`src/rtl/risc_imm_enc_if.sv`:
```
// Request/response bus for the immediate encoder.
// slave: encoder side; master: program-loader side.
interface risc_imm_enc_if;
  logic        in_valid;
  logic        in_ready;
  logic [1:0]  in_imm_src;
  logic [31:0] in_imm;
  logic [31:0] in_base;
  logic        out_valid;
  logic        out_ready;
  logic [31:0] out_inst;
  logic        out_err;

  modport master (
    output in_valid, in_imm_src, in_imm, in_base, out_ready,
    input  in_ready, out_valid, out_inst, out_err
  );

  modport slave (
    input  in_valid, in_imm_src, in_imm, in_base, out_ready,
    output in_ready, out_valid, out_inst, out_err
  );
endinterface

```
`src/rtl/risc_imm_enc.sv`:
```
// Immediate encoder: packs a signed immediate into the I/S/B/J bit positions
// of a base instruction word, flags unrepresentable immediates, and queues
// results in a small output FIFO. Saturating accept/error counters.
// Optional round-trip checker enabled by defining IMM_ENC_CHECK_EN.
module risc_imm_enc #(
  parameter int unsigned FIFO_DEPTH = 2,
  parameter int unsigned CNT_W      = 16
) (
  input  logic             clk,
  input  logic             rst,
  risc_imm_enc_if.slave    bus,
  output logic [CNT_W-1:0] enc_cnt,
  output logic [CNT_W-1:0] err_cnt,
  output logic             chk_mismatch
);

  localparam int unsigned AW = (FIFO_DEPTH > 1) ? $clog2(FIFO_DEPTH) : 1;
  localparam logic [AW:0] FULL_CNT = (AW+1)'(FIFO_DEPTH);

  typedef enum logic [1:0] {FMT_I = 2'b00, FMT_S = 2'b01, FMT_B = 2'b10, FMT_J = 2'b11} fmt_e;

  fmt_e        fmt;
  logic [31:0] imm_mask;
  logic [31:0] imm_field;
  logic        enc_err;
  logic [31:0] enc_word;

  logic [32:0]      mem_q [FIFO_DEPTH];
  logic [AW-1:0]    wr_ptr_q, rd_ptr_q;
  logic [AW:0]      cnt_q;
  logic [CNT_W-1:0] enc_cnt_q, err_cnt_q;
  logic             push, pop;

  assign fmt = fmt_e'(bus.in_imm_src);

  // Per-format field placement and representability check.
  always_comb begin
    imm_mask  = '0;
    imm_field = '0;
    enc_err   = 1'b0;
    unique case (fmt)
      FMT_I: begin
        imm_mask  = 32'hFFF0_0000;
        imm_field = {bus.in_imm[11:0], 20'b0};
        enc_err   = ~(&bus.in_imm[31:11] | ~|bus.in_imm[31:11]);
      end
      FMT_S: begin
        imm_mask  = 32'hFE00_0F80;
        imm_field = {bus.in_imm[11:5], 13'b0, bus.in_imm[4:0], 7'b0};
        enc_err   = ~(&bus.in_imm[31:11] | ~|bus.in_imm[31:11]);
      end
      FMT_B: begin
        imm_mask  = 32'hFE00_0F80;
        imm_field = {bus.in_imm[12], bus.in_imm[10:5], 13'b0,
                     bus.in_imm[4:1], bus.in_imm[11], 7'b0};
        enc_err   = ~(&bus.in_imm[31:12] | ~|bus.in_imm[31:12]) | bus.in_imm[0];
      end
      FMT_J: begin
        imm_mask  = 32'hFFFF_F000;
        imm_field = {bus.in_imm[20], bus.in_imm[10:1], bus.in_imm[11],
                     bus.in_imm[19:12], 12'b0};
        enc_err   = ~(&bus.in_imm[31:20] | ~|bus.in_imm[31:20]) | bus.in_imm[0];
      end
      default: ;
    endcase
    enc_word = (bus.in_base & ~imm_mask) | imm_field;
  end

  // in_ready depends only on occupancy, so a pop never frees a slot in the same cycle.
  assign bus.in_ready  = (cnt_q < FULL_CNT);
  assign bus.out_valid = (cnt_q != '0);
  assign push          = bus.in_valid & bus.in_ready;
  assign pop           = bus.out_valid & bus.out_ready;
  assign bus.out_inst  = bus.out_valid ? mem_q[rd_ptr_q][31:0] : '0;
  assign bus.out_err   = bus.out_valid ? mem_q[rd_ptr_q][32]   : 1'b0;
  assign enc_cnt       = enc_cnt_q;
  assign err_cnt       = err_cnt_q;

  // FIFO storage, pointers and occupancy.
  always_ff @(posedge clk or posedge rst) begin
    if (rst) begin
      for (int unsigned i = 0; i < FIFO_DEPTH; i++) mem_q[i] <= '0;
      wr_ptr_q <= '0;
      rd_ptr_q <= '0;
      cnt_q    <= '0;
    end else begin
      if (push) begin
        mem_q[wr_ptr_q] <= {enc_err, enc_word};
        wr_ptr_q        <= wr_ptr_q + 1'b1;
      end
      if (pop) rd_ptr_q <= rd_ptr_q + 1'b1;
      if (push && !pop)      cnt_q <= cnt_q + 1'b1;
      else if (pop && !push) cnt_q <= cnt_q - 1'b1;
    end
  end

  // Saturating statistics counters.
  always_ff @(posedge clk or posedge rst) begin
    if (rst) begin
      enc_cnt_q <= '0;
      err_cnt_q <= '0;
    end else if (push) begin
      if (enc_cnt_q != '1)            enc_cnt_q <= enc_cnt_q + 1'b1;
      if (enc_err && err_cnt_q != '1) err_cnt_q <= err_cnt_q + 1'b1;
    end
  end

`ifdef IMM_ENC_CHECK_EN
  logic [31:0] dec_imm;
  logic        chk_q;

  // Re-decode the encoded word with the core's decoder field mapping.
  always_comb begin
    dec_imm = '0;
    unique case (fmt)
      FMT_I: dec_imm = {{20{enc_word[31]}}, enc_word[31:20]};
      FMT_S: dec_imm = {{20{enc_word[31]}}, enc_word[31:25], enc_word[11:7]};
      FMT_B: dec_imm = {{19{enc_word[31]}}, enc_word[31], enc_word[7],
                        enc_word[30:25], enc_word[11:8], 1'b0};
      FMT_J: dec_imm = {{11{enc_word[31]}}, enc_word[31], enc_word[19:12],
                        enc_word[20], enc_word[30:21], 1'b0};
      default: ;
    endcase
  end

  // Sticky round-trip mismatch flag.
  always_ff @(posedge clk or posedge rst) begin
    if (rst) chk_q <= 1'b0;
    else if (push && !enc_err && dec_imm != bus.in_imm) chk_q <= 1'b1;
  end

  assign chk_mismatch = chk_q;
`else
  assign chk_mismatch = 1'b0;
`endif

endmodule

```
`src/flat_wrapper.sv`:
```
// flat-port wrapper written by rule: the top's interface ports become plain ports
module risc_imm_enc_flat 
#(
  parameter int unsigned FIFO_DEPTH = 2,
  parameter int unsigned CNT_W      = 16
)
  (clk, rst, enc_cnt, err_cnt, chk_mismatch, bus_in_valid, bus_in_imm_src, bus_in_imm, bus_in_base, bus_out_ready, bus_in_ready, bus_out_valid, bus_out_inst, bus_out_err);
  risc_imm_enc_if bus_i ();
  input  logic clk;
  input  logic rst;
  output logic [CNT_W-1:0] enc_cnt;
  output logic [CNT_W-1:0] err_cnt;
  output logic chk_mismatch;
  input wire logic [$bits(bus_i.in_valid)-1:0] bus_in_valid;
  input wire logic [$bits(bus_i.in_imm_src)-1:0] bus_in_imm_src;
  input wire logic [$bits(bus_i.in_imm)-1:0] bus_in_imm;
  input wire logic [$bits(bus_i.in_base)-1:0] bus_in_base;
  input wire logic [$bits(bus_i.out_ready)-1:0] bus_out_ready;
  output wire logic [$bits(bus_i.in_ready)-1:0] bus_in_ready;
  output wire logic [$bits(bus_i.out_valid)-1:0] bus_out_valid;
  output wire logic [$bits(bus_i.out_inst)-1:0] bus_out_inst;
  output wire logic [$bits(bus_i.out_err)-1:0] bus_out_err;
  assign bus_i.in_valid = bus_in_valid;
  assign bus_i.in_imm_src = bus_in_imm_src;
  assign bus_i.in_imm = bus_in_imm;
  assign bus_i.in_base = bus_in_base;
  assign bus_i.out_ready = bus_out_ready;
  assign bus_in_ready = bus_i.in_ready;
  assign bus_out_valid = bus_i.out_valid;
  assign bus_out_inst = bus_i.out_inst;
  assign bus_out_err = bus_i.out_err;
  risc_imm_enc #(.FIFO_DEPTH(FIFO_DEPTH), .CNT_W(CNT_W)) u_core (.clk(clk), .rst(rst), .bus(bus_i), .enc_cnt(enc_cnt), .err_cnt(err_cnt), .chk_mismatch(chk_mismatch));
endmodule
```
`config.mk`:
```
export PLATFORM = sky130hd
export DESIGN_NAME = risc_imm_enc_flat
export DESIGN_NICKNAME = d
export VERILOG_FILES = /design/src/rtl/risc_imm_enc_if.sv /design/src/rtl/risc_imm_enc.sv /design/src/flat_wrapper.sv
export SDC_FILE = /design/constraint.sdc
export NUM_CORES = 1
export LEC_CHECK = 0
export CORE_MARGIN = 2
export CORE_UTILIZATION = 40
export DETAILED_ROUTE_END_ITERATION = 10
export PLACE_DENSITY_LB_ADDON = 0.15
export SYNTH_ARGS = -nofsm -noshare
export SYNTH_HDL_FRONTEND = slang
export SYNTH_SLANG_ARGS = --single-unit
```
`constraint.sdc`:
```
create_clock -name clk -period 4.15 [get_ports clk]
set_clock_uncertainty 0.05 [all_clocks]
set_input_delay 0.83 -clock clk [delete_from_list [all_inputs] [get_ports clk]]
set_output_delay 0.83 -clock clk [all_outputs]
set_load 0.1 [all_outputs]
```
After elaboration in Yosys (flattened, before gate mapping):

Index checks and enable logic that the tools add are counted.

* bitwise logic cells: 15
* reduce and logical (&&, ||, !) cells: 22
* div/mod/pow operators: 0
* equal/unequal tests: 5
* shifts and indexed selects: 0
* multiply operators: 0
* muxes and demuxes: 13
* order comparisons: 4
* add/subtract/negate cells: 6

Operators with widths (count)
* 2-to-1 mux 33 bit: 4
* case mux 32 bit (4 select lines): 1
* case mux 32 bit (3 select lines): 1
* bitwise mux 66 bit: 1
* demux 33 bit (select 1 bit): 1
* adder 16 x 1 -> 16 bit (second input constant): 2
* bitwise AND 32 bit: 1
* 2-to-1 mux 32 bit: 1
* != test 16 bit (second input constant): 2
* inverter 32 bit: 1
* OR 32 bit: 1
* AND reduction 21 bit: 1
* OR reduction 21 bit: 1
* AND reduction 20 bit: 1
* OR reduction 20 bit: 1
* AND reduction 12 bit: 1
* OR reduction 12 bit: 1
* logical NOT 1 bit: 5
* OR 1 bit: 5
* == test 2 bit (second input constant): 2
* >= comparator 2 bit (second input constant): 2
* logical AND 1 bit: 4
* 2-to-1 mux 2 bit: 2
* inverter 1 -> 2 bit: 2
* other kinds (14): 21

* bits in latches: 0
* bits in registers: 102
* ROM bits: 0
* input port bits: 70
* memories: 0
* bits in writable memories: 0
* output and inout bits: 68
* word-level logic and storage cells: 72

Depth between registers and ports, before layout:

* word-level depth: 8
* gate-level depth with buffers: 8
* depth with buffers taken out: 8

Worst setup path before layout:

No wires, ideal clock.

* path kind: register to output
* start: register u_core.rd_ptr_q
* end: output port bus_out_inst[10]
* stages on the path, launching flop included: 5
* required time: 3270 ps
* path slack: 1033 ps
* data arrival time: 2237 ps
* buffers on the path: 2
* cell sequence: dfrtp_1 clkbuf_1 buf_2 mux2i_1 nor2_1

* word-level cells in the longest chain between the ends: 5

RTL lines
* from (decl): line risc_imm_enc.sv:29 `logic [AW-1:0] wr_ptr_q, rd_ptr_q;`
* from (signal assigned): line risc_imm_enc.sv:91 `if (pop) rd_ptr_q <= rd_ptr_q + 1'b1;`
* inverter 1 -> 2 bit (implied by the code): line risc_imm_enc.sv:74 `assign bus.out_inst = bus.out_valid ? mem_q[rd_ptr_q][31:0] : '0;`
* 2-to-1 mux 33 bit (implied by the code) (3 in a row): line risc_imm_enc.sv:74
* 2-to-1 mux 32 bit: line risc_imm_enc.sv:74
* to (decl): line flat_wrapper.sv:21 `output wire logic [$bits(bus_i.out_inst)-1:0] bus_out_inst;`

Every way passes these cells. The select of a mux whose other input is x is not followed.

Worst setup path in the final report:

* start: register u_core.cnt_q[0]
* end: output port bus_out_inst[20]

* word-level cells in the longest chain between the ends: 2

RTL lines
* from (decl): line risc_imm_enc.sv:30 `logic [AW:0] cnt_q;`
* from (signal assigned): line risc_imm_enc.sv:92 `if (push && !pop) cnt_q <= cnt_q + 1'b1;`
* from (signal assigned): line risc_imm_enc.sv:93 `else if (pop && !push) cnt_q <= cnt_q - 1'b1;`
* nonzero test 2 bit: line risc_imm_enc.sv:71 `assign bus.out_valid = (cnt_q != '0);`
* 2-to-1 mux 32 bit: line risc_imm_enc.sv:74

Every way passes these cells.

==> impl_metrics.py <==
metrics = {
    "timing": {
        "finalMaxSlewViolations": 0,
        "finalHoldViolCount": 0,
        "final.min_clock_period_ps": 3460,
        "period_share": 0.833,
        "rsz0062_at_grt": "no",
        "timing.fmax_ghz": 0.289,
        "tightest_slew_ps": 1080,
        "postLayoutSetupSlackWorst_ps": 693,
        "hold_ws_ps": 426,
        "fin_setup_tns_ps": 0,
        "slew_headroom": 0.279,
        "setup_viol": 0,
    },
    "worst_setup_path": {
        "cp_slowest_cell": "clkdlybuf4s50_1",
        "critPathLaunchType": "flop",
        "crit_arrival_ps": 2580,
        "crit_buf_inv": 1,
        "required_ps": 3270,
        "critical-path-top-delay-family": "buffers and inverters",
        "rrSetupSlack_ps": 1980,
        "timing.rr.end": "u_core.mem_q[51]$_DFFE_PP0P_",
        "cp.depth": 3,
        "path_cells": "nor2_2 -> nor2_1 -> clkdlybuf4s50_1",
        "reg2reg_depth": 5,
        "r2r_start": "u_core.cnt_q[1]$_DFFE_PP0P_",
        "worstSetupPathType": "flop to output pin",
        "critPathMaxFanout": 15,
        "critPathMaxStageDelay_ps": 1020,
        "setup.worst_path.end_class": "output pin",
    },
    "die": {
        "die-area_mm2": 0.0134,
        "core.rowCount": 40,
        "io_pins": 138,
        "die_h_um": 116,
        "die-width_um": 116,
        "coreArea_mm2": 0.0121,
        "initial_core_util": 0.413,
    },
    "clock_tree": {
        "ctsHtreeMaxLevel": 3,
        "postCtsSetupBuffers": 0,
        "cts_tree": "yes",
        "cts_buffers": 9,
        "cts-root-buf": "clkbuf_16",
        "ctsResizeCount": 0,
        "cts_hold_buf": 0,
        "ctsLongestPathBuffers": 2,
        "clkSlewWorstSetupHoldPaths_ps": 70,
        "cts_sinks": 102,
        "worstSkewPairLatency_ps": 340,
    },
    "worst_hold_path": {
        "min_path_type": "flop to flop",
        "worst_hold_path.endpoint": "u_core.mem_q[39]$_DFFE_PP0P_",
        "hold_path_depth": 2,
        "worst_hold_startpoint": "u_core.mem_q[39]$_DFFE_PP0P_",
    },
    "final_layout": {
        "synthToLayoutAreaGrowth_pct": 33.5,
        "diodes": 0,
        "drive_gt1_frac": 0.120,
        "nNetsFinal": 698,
    },
    "yosys": {
        "synth-edff-count": 0,
        "async_flop_share": 1.00,
        "yosysTopAreaCellShare": 0.510,
        "yosysSeqAreaShare": 0.510,
        "yosys_warnings": 0,
        "synth_seq_cells": 102,
        "synthFlopType": "dfrtp_1",
        "syn_inst": 500,
        "syn_area_mm2": 0.00500,
        "synthTopCellsByCount": "dfrtp_1, nand2_1, nor2_1",
        "synth_fp_nets": 577,
        "syn_area_per_cell_um2": 10.0,
        "yosys.area.top_type": "dfrtp_1",
        "synthDistinctLibCells": 46,
        "synth_area_leaders": "dfrtp_1, nand2_1, mux2i_1",
        "yosysMostFrequentCell": "dfrtp_1",
    },
    "drt": {
        "ant_nets": 0,
        "drtIter0Drc": 225,
        "wire_per_inst_um": 15.0,
        "viasPerCell": 5.13,
        "drc_errors": 0,
        "vias": 4070,
        "wirelength_mm": 11.9,
        "first_pass_iters": 4,
    },
    "global_routing": {
        "grt_pass1_vias": 4040,
        "grt_pass1_wl_mm": 19.6,
        "grt_use_total": 0.185,
        "antenna_found_initial": 0,
        "grt_max_degree": 90,
        "overflow": 0,
    },
    "placement": {
        "gp_congestion": 0.780,
        "pre_cts_slack_ps": 1010,
        "port_buffers": 129,
        "dp_hpwl_mm": 8.44,
    },
    "job": {
        "cap_violations": 0,
    },
    "outcome": {
        "status": "finished clean",
    },
}
worst min-delay path, stage by stage, from the launching register on:
cell     delay, ps
dfrtp_1        340
nand2_1         50
nand2_1         60
cell type report:
class,count,area (µm²)
Timing Repair Buffer,134,1280
Fill cell,1108,5430
Tap cell,168,210
Clock inverter,5,33.8
Inverter,8,32.5
Clock buffer,11,253
Sequential cell,102,2550
Multi-Input combinational cell,366,2320
sequential cells by signal, indices dropped and copies added (netlist names):
register and cells:
u_core.mem_q 66, u_core.enc_cnt 16, u_core.err_cnt 16, u_core.cnt_q 2
u_core.rd_ptr_q 1, u_core.wr_ptr_q 1
worst max path at each step:
| stage | from | to | slack [ps] |
|---|---|---|---|
| after global routing | u_core.cnt_q[0]$_DFFE_PP0P_ | bus_out_valid | 630 |
| after CTS | u_core.cnt_q[0]$_DFFE_PP0P_ | bus_out_valid | 640 |
| after detailed placement | bus_in_imm_src[0] | u_core.err_cnt[1]$_DFFE_PP0P_ | 1010 |
| after floorplan | rst | u_core.cnt_q[0]$_DFFE_PP0P_ | 590 |
| final | u_core.cnt_q[0]$_DFFE_PP0P_ | bus_out_inst[20] | 690 |
| after global placement | u_core.cnt_q[0]$_DFFE_PP0P_ | bus_out_inst[20] | 1010 |
routing by layer:
layer  up-vias  part of all wire  track usage
li1       1987                 -            -
met2       113              0.48        0.306
met4         0             0.015       0.0643
met1      1957              0.45        0.244
met3        13             0.057       0.0366
met5         -                 0            0
placed cells by master (no fill, tap or decap), types with 2 or more instances in the layout:
cell,Yosys,layout
nand3_1,11,11
clkinvlp_4,0,2
dfrtp_1,102,101
mux2_2,15,15
clkbuf_8,0,2
and3_1,8,8
nor4_1,6,6
xnor2_1,21,21
clkinv_2,0,2
o21ai_0,41,41
nor2_1,49,48
a41oi_1,4,4
xor2_1,7,7
mux2i_1,33,33
ha_1,7,7
buf_4,1,26
nand2_1,93,92
a21oi_1,6,6
nand4_1,20,20
clkbuf_16,0,9
clkdlybuf4s50_1,0,108
and4_1,3,3
inv_1,6,5
a22oi_1,17,17
a31oi_1,4,4
logic make-up after synthesis:
kind of cell             count (synthesis)  share of synthesized area
buffers and inverters                   32                     0.0275
flip-flops                             102                      0.510
AND/OR/NAND/NOR                        200                      0.182
adder cells (fa/ha/maj)                  7                     0.0175
multiplexers                            48                     0.0998
AO/OA/AOI/OAI                           82                      0.114
other                                    1                   0.000749
XOR/XNOR                                28                     0.0490
through the flow:
stage	cell area [µm²]	util	instances
finish	6680	0.552	794
global route	6680	0.552	794
CTS	6680	0.552	794
detailed placement	6390	0.528	778
global placement	6390	0.528	778
floorplan	5000	-	500
Power is left out: the tool's default activity adds up to more than one toggle a clock period on the data nets, which glitch-free logic cannot reach.
